## src/rtl/prod_accum.sv

```systemverilog
`default_nettype none
// ============================================================================
// prod_accum: sums frames of LEN 7-bit products over valid/ready handshakes,
// presenting each frame total with a sticky accumulator-wrap flag.
// Revision: 1.0
// ============================================================================
module prod_accum #(
  parameter int LEN   = 4,
  parameter int ACC_W = 10
) (
  input  logic             clk,
  input  logic             rst,
  input  logic [6:0]       prod_in,
  input  logic             in_valid,
  output logic             in_ready,
  input  logic             clr,
  output logic [ACC_W-1:0] sum_out,
  output logic             out_valid,
  input  logic             out_ready,
  output logic             ovf_out,
  output logic [7:0]       cnt_out
);

  localparam int         SUM_W = ACC_W + 1;
  localparam logic [7:0] LAST  = 8'(LEN - 1);

  localparam logic [0:0] S_ACC  = 1'b0;
  localparam logic [0:0] S_HOLD = 1'b1;

  logic [0:0]       state_q,   state_d;
  logic [ACC_W-1:0] acc_q,     acc_d;
  logic [7:0]       cnt_q,     cnt_d;
  logic             ovf_q,     ovf_d;
  logic [ACC_W-1:0] sum_q,     sum_d;
  logic             ovf_out_q, ovf_out_d;

  logic [SUM_W-1:0] add_ext;
  logic             take;

  // Zero-extended add one bit wider than the accumulator; the MSB is the carry.
  assign add_ext  = {1'b0, acc_q} + SUM_W'(prod_in);
  assign in_ready = (state_q == S_ACC) && !clr;
  assign take     = in_valid && in_ready;

  always_comb begin
    state_d   = state_q;
    acc_d     = acc_q;
    cnt_d     = cnt_q;
    ovf_d     = ovf_q;
    sum_d     = sum_q;
    ovf_out_d = ovf_out_q;
    case (state_q)
      S_ACC: begin
        if (clr) begin
          acc_d = '0;
          cnt_d = '0;
          ovf_d = 1'b0;
        end else if (take) begin
          if (cnt_q == LAST) begin
            // Running state is frozen in HOLD so cnt_out reads LEN-1.
            sum_d     = add_ext[ACC_W-1:0];
            ovf_out_d = ovf_q | add_ext[ACC_W];
            state_d   = S_HOLD;
          end else begin
            acc_d = add_ext[ACC_W-1:0];
            cnt_d = cnt_q + 8'd1;
            ovf_d = ovf_q | add_ext[ACC_W];
          end
        end
      end
      default: begin
        if (out_ready) begin
          state_d = S_ACC;
          acc_d   = '0;
          cnt_d   = '0;
          ovf_d   = 1'b0;
        end
      end
    endcase
  end

  always_ff @(posedge clk or posedge rst) begin
    if (rst) begin
      state_q   <= S_ACC;
      acc_q     <= '0;
      cnt_q     <= '0;
      ovf_q     <= 1'b0;
      sum_q     <= '0;
      ovf_out_q <= 1'b0;
    end else begin
      state_q   <= state_d;
      acc_q     <= acc_d;
      cnt_q     <= cnt_d;
      ovf_q     <= ovf_d;
      sum_q     <= sum_d;
      ovf_out_q <= ovf_out_d;
    end
  end

  assign sum_out   = sum_q;
  assign ovf_out   = ovf_out_q;
  assign out_valid = (state_q == S_HOLD);
  assign cnt_out   = cnt_q;

endmodule
`default_nettype wire
```

## config.mk

```make
export PLATFORM = sky130hd
export DESIGN_NAME = prod_accum
export DESIGN_NICKNAME = d
export VERILOG_FILES = /design/src/rtl/prod_accum.sv
export SDC_FILE = /design/constraint.sdc
export NUM_CORES = 1
export LEC_CHECK = 0
export ABC_AREA = 0
export BUFFER_PORTS_ARGS = -buffer_cell sky130_fd_sc_hd__buf_2
export CAP_MARGIN = 20
export CORE_MARGIN = 2
export CORE_UTILIZATION = 30
export DETAILED_ROUTE_END_ITERATION = 16
export HOLD_SLACK_MARGIN = 0.15
export PLACE_DENSITY = 0.58
export SKIP_CTS_REPAIR_TIMING = 1
export SLEW_MARGIN = 20
export SYNTH_ARGS = -nofsm -noshare
export SYNTH_HDL_FRONTEND = slang
export SYNTH_SLANG_ARGS = --single-unit
```

## constraint.sdc

```tcl
create_clock -name clk -period 2.6 [get_ports clk]
set_input_delay 0.13 -clock clk [delete_from_list [all_inputs] [get_ports clk]]
set_output_delay 0.13 -clock clk [all_outputs]
set_load 0.02 [all_outputs]
```

**Word-level counts from Yosys, hierarchy flattened**

Cells that the tools add are included.

- Bits in registers: 31
- Bits in latches: 0
- RAM bits: 0
- Memory bits (read-only): 0
- Word-level logic and storage cells: 40
- Memories: 0

- Add/subtract/negate cells: 2
- Multipliers: 0
- Div/mod/pow operators: 0
- Order comparisons: 0
- Equality and inequality tests: 3
- Shift operators: 0
- Mux-type cells: 20
- Bitwise operators: 3
- Reduce and logical (&&, ||, !) cells: 6

Operators with widths:

| cell | count |
|---|---|
| two-way mux 10 bit | 5 |
| two-way mux 8 bit | 5 |
| adder 10 x 7 -> 11 bit | 1 |
| two-way mux 1 bit | 10 |
| adder 8 x 1 -> 8 bit, second input constant | 1 |
| equality test 8 x 2 -> 1 bit, second input constant | 1 |
| AND reduction 4 bit | 1 |
| inequality test 3 bit, second input constant | 1 |
| AND reduction 3 bit | 1 |
| nonzero test 3 bit | 1 |
| logical AND 1 bit | 2 |
| inequality test 2 bit, second input constant | 1 |
| inverter 1 bit | 2 |
| zero test 1 bit | 1 |
| bitwise OR 1 bit | 1 |

**Longest topological paths before layout**

- Depth after elaboration: 6
- Gate-level depth with buffers: 7
- Depth with buffers taken out: 6

**Worst setup path after synthesis**

Ideal clock, no wire load.

- Kind: reg2reg
- From: register cnt_q[0], in the netlist cnt_out[0]
- To: register sum_q[9], in the netlist sum_out[9]
- Library setup time: 0.068 ns
- Data arrival time: 2.109 ns
- Required time: 2.532 ns
- Path slack: 0.423 ns
- Stages on the path, launching flop included: 8
- Buffers on the path: 2
- Period minus slack after synthesis: 2.177 ns
- Path through: dfrtp_1 ha_1 or4b_4 or3_1 buf_6 buf_8 nand4b_4 nand3_2

- Cells in the longest elaborated chain, start to end: 2

Ends and longest elaborated chain:

| item | line | source |
|---|---|---|
| start, declared | 32 | `logic [7:0] cnt_q, cnt_d;` |
| start signal, assigned | 93 | `cnt_q <= cnt_d;` |
| equality test 8 x 2 -> 1 bit | 59 | `if (cnt_q == LAST) begin` |
| AND reduction 4 bit (no source line) | n/a |  |
| end signal, assigned | 95 | `sum_q <= sum_d;` |
| end, declared | 34 | `logic [ACC_W-1:0] sum_q, sum_d;` |

No other way between the ends.
A chain may end at the register's enable or synchronous reset.

**Final worst setup path**

- From: register cnt_q[1], in the netlist cnt_out[1]
- To: register cnt_q[0], in the netlist cnt_out[0]

- Cells in the longest elaborated chain, start to end: 3

Ends and longest elaborated chain:

| item | line |
|---|---|
| equality test 8 x 2 -> 1 bit | 59 |
| inequality test 3 bit (no source line) | n/a |
| AND reduction 3 bit (no source line) | n/a |

No other way between the ends.

==> results.py <==
metrics = {
    "sta": {
        "worst_slack_ns": 0.4368,
        "fin_tns_setup_ns": 0,
        "hold_viol": 0,
        "period_share_pct": 83.20,
        "slew_viol_final": 0,
        "fin_skew_ns": 0.007948,
        "grt_setup_unrepaired": "false",
        "slew_headroom_pct": 49.95,
        "fmax_mhz": 462.3,
        "max_slew.worst_pin.slew_ns": 0.7475,
        "finalSetupViolCount": 0,
        "period_minus_slack_ns": 2.163,
    },
    "synth": {
        "synth_area_leaders": "dfrtp_1, ha_1, mux2_2",
        "ys_ff_latch": 31,
        "ys_seq_area_share_pct": 44.10,
        "synth_top_area_share_pct": 44.10,
        "yosys_most_used_dff": "dfrtp_1",
        "avgSynthCellArea_um2": 11.13,
        "post_synth_inst_count": 158,
        "yosys.area.top_type": "dfrtp_1",
        "synth_warnings": 0,
        "synth.net_count": 179,
        "synth_cell_type_count": 44,
        "synthesis.area_mm2": 0.001759,
        "synth-edff-count": 0,
        "synthArstFlopShare_pct": 100.0,
    },
    "die": {
        "start_util_pct": 31.56,
        "floorplan.rows": 27,
        "io_pins": 33,
        "dieArea_mm2": 0.006492,
        "die_width_um": 80.58,
        "die_h_um": 80.58,
        "core-area_mm2": 0.005574,
    },
    "drt": {
        "drt.antenna.violating_nets": 0,
        "wl_per_cell_um": 13.91,
        "viasPerCell": 4.959,
        "wl_um": 3769,
        "vias": 1344,
        "route.detailed.drc": 0,
        "drt_pass1_iterations": 4,
        "drt_iter0_drc": 59,
    },
    "power": {
        "p_seq_share_pct": 40.1,
        "power.leakage_nw": 1.057,
        "p_int_w": 0.0009944,
        "peakVddDrop_uv": 313.4,
        "combPwrFrac_pct": 24.9,
        "power.density_mw_per_mm2": 674.6,
        "finalPower_w": 0.001437,
        "p_sw_w": 0.0004430,
        "netSwitchingFraction_pct": 30.82,
        "clkPwrFrac_pct": 35.0,
    },
    "job": {
        "drv_cap": 0,
    },
    "clock_tree": {
        "clock-sinks": 31,
        "clk_latency_ns": 0.29,
        "clockRootBuffer": "clkbuf_8",
        "cts-htree-levels": 2,
        "cts_tree": "yes",
        "path_clk_slew_ns": 0.07,
        "clk_path_buf_depth": 2,
        "cts_made_buffers": 5,
    },
    "place": {
        "place_inst": 262,
        "dp_hpwl_um": 2670,
        "place_area_mm2": 0.002003,
        "io_buffers": 32,
        "place_congestion": 0.7729,
        "post-place-ws_ns": 0.3847,
    },
    "worst_setup_path": {
        "critPathLaunchType": "register",
        "arrival_ns": 2.39,
        "slowest_stage": "or4b_4",
        "critPathMaxStageDelay_ns": 0.50,
        "cp_top_family": "simple AND/OR/NAND/NOR gates",
        "timing.critical_path.buf_inv": 0,
        "crit_required_ns": 2.83,
        "path_class": "register to register",
        "critPathMaxFanout": 11,
        "path_cells": "ha_1 -> or4b_4 -> o211ai_1 -> and2_1 -> mux2_2",
        "end_kind": "register",
    },
    "finish": {
        "drive_above_1_share_pct": 33.17,
        "antennaDiodeCount": 0,
        "final_area_mm2": 0.002131,
        "fin_nets": 219,
        "area_growth_syn_to_layout_pct": 21.12,
        "stdcell_count": 271,
    },
    "global_route": {
        "grt_pass1_wl_um": 6582,
        "grtUsageTotal_pct": 13.32,
        "met1_usage_pct": 17.57,
        "grt_pass1_vias": 1359,
        "grtUsageMet3_pct": 3.371,
        "grtUsageMet2_pct": 21.17,
        "top_usage_layer": "met2",
        "grt_antenna_before_repair": 0,
        "grt-ovfl-total": 0,
        "grt_max_degree": 32,
    },
    "run_status": {
        "status": "finished, final reports clean",
    },
    "min_path": {
        "hp-class": "primary input to register",
    },
}
[flip-flops by register name, indices dropped and copies added (netlist names)]
register,count
acc_q,10
cnt_out,8
out_valid,1
ovf_out,1
ovf_q,1
sum_out,10
[power by group through the flow]
stage / Clock (W) / Combinational (W) / Sequential, W
3_5_place_dp: 0 / 0.000359 / 0.000587
4_1_cts: 0.000517 / 0.000361 / 0.000578
5_1_grt: 0.000541 / 0.000400 / 0.000588
2_1_floorplan: 0 / 0.000217 / 0.000629
3_3_place_gp: 0 / 0.000358 / 0.000585
6_report: 0.000504 / 0.000357 / 0.000576
[placed cells by master (no fill, tap or decap), types with 3 or more instances in the layout]
| master | synthesis | layout |
|---|---|---|
| dfrtp_1 | 31 | 31 |
| or3_1 | 3 | 3 |
| xnor2_1 | 3 | 3 |
| o211ai_1 | 5 | 5 |
| a21oi_1 | 10 | 10 |
| inv_1 | 6 | 6 |
| xor2_1 | 5 | 5 |
| a22o_1 | 7 | 7 |
| a211oi_1 | 3 | 3 |
| nand4_1 | 3 | 3 |
| nand3_1 | 3 | 3 |
| o21ai_0 | 4 | 4 |
| nor2_1 | 8 | 8 |
| buf_2 | 2 | 32 |
| nand2_1 | 10 | 10 |
| clkbuf_8 | 0 | 6 |
| buf_4 | 0 | 4 |
| ha_1 | 8 | 8 |
| mux2_2 | 8 | 8 |
[cells in the mapped netlist (all sizes together), types with 3 or more instances]
cell	number
dfrtp	31
a21oi	10
nand2	10
ha	8
mux2	8
nor2	8
a22o	7
inv	6
nand3	5
o211ai	5
xor2	5
buf	4
o21ai	4
or3	4
a211oi	3
nand4	3
o31ai	3
xnor2	3
[layer usage]
metal  share of wire, %  up-vias
li1                   -      675
met5                  0        -
met2                 44       21
met4                1.4        0
met1                 51      642
met3                3.5        6
[worst register-to-register path, stage by stage, from the launching register on]
cell,delay (ns)
dfrtp_1,0.42
ha_1,0.23
or4b_4,0.50
o211ai_1,0.26
and2_1,0.44
mux2_2,0.24
[kinds of logic (layout without fill, tap and decap cells)]
family | count (synthesis) | in the layout | share of synthesized area, %
AOI/OAI and AO/OA | 46 | 46 | 19.27
xor gates and xnor gates | 8 | 8 | 3.983
adders and majority gates | 9 | 9 | 6.828
buffers and inverters | 10 | 51 | 3.342
DFF | 31 | 31 | 44.10
muxes | 10 | 10 | 6.259
and+or+nand+nor | 44 | 44 | 16.22
[stage by stage]
stage | utilization (%) | hold slack (ns)
4_1_cts | 38.05 | -0.07740
2_1_floorplan | - | 0.2335
3_5_place_dp | 35.94 | 0.2408
5_1_grt | 38.23 | 0.2331
3_3_place_gp | 35.94 | 0.2343
6_report | 38.23 | 0.2091
[worst paths after layout]
kind | startpoint | end | slack (ns) | cells after the start
worst min register to register | sum_out[7]$_DFFE_PP0P_ | sum_out[7]$_DFFE_PP0P_ | 0.48 | 2
worst max-delay path | cnt_out[1]$_DFFE_PP0P_ | cnt_out[0]$_DFFE_PP0P_ | 0.44 | 5
worst max register to register | cnt_out[1]$_DFFE_PP0P_ | cnt_out[0]$_DFFE_PP0P_ | 0.44 | 5
worst min-delay path | clr | acc_q[2]$_DFFE_PP0P_ | 0.21 | 3
min in group asynchronous | rst | sum_out[1]$_DFFE_PP0P_ | 0.46 | 4
max in group asynchronous | rst | acc_q[7]$_DFFE_PP0P_ | 1.84 | 4
[layout make-up]
cell class                      instances  area, µm²
Fill cell                             559       3443
Multi-Input combinational cell        117      924.6
Sequential cell                        31      775.7
Timing Repair Buffer                   37      200.2
Tap cell                               72      90.09
Clock buffer                            6      82.58
Clock inverter                          2      35.03
Inverter                                6      22.52
Note: power is estimated with default switching activity, not from simulation.
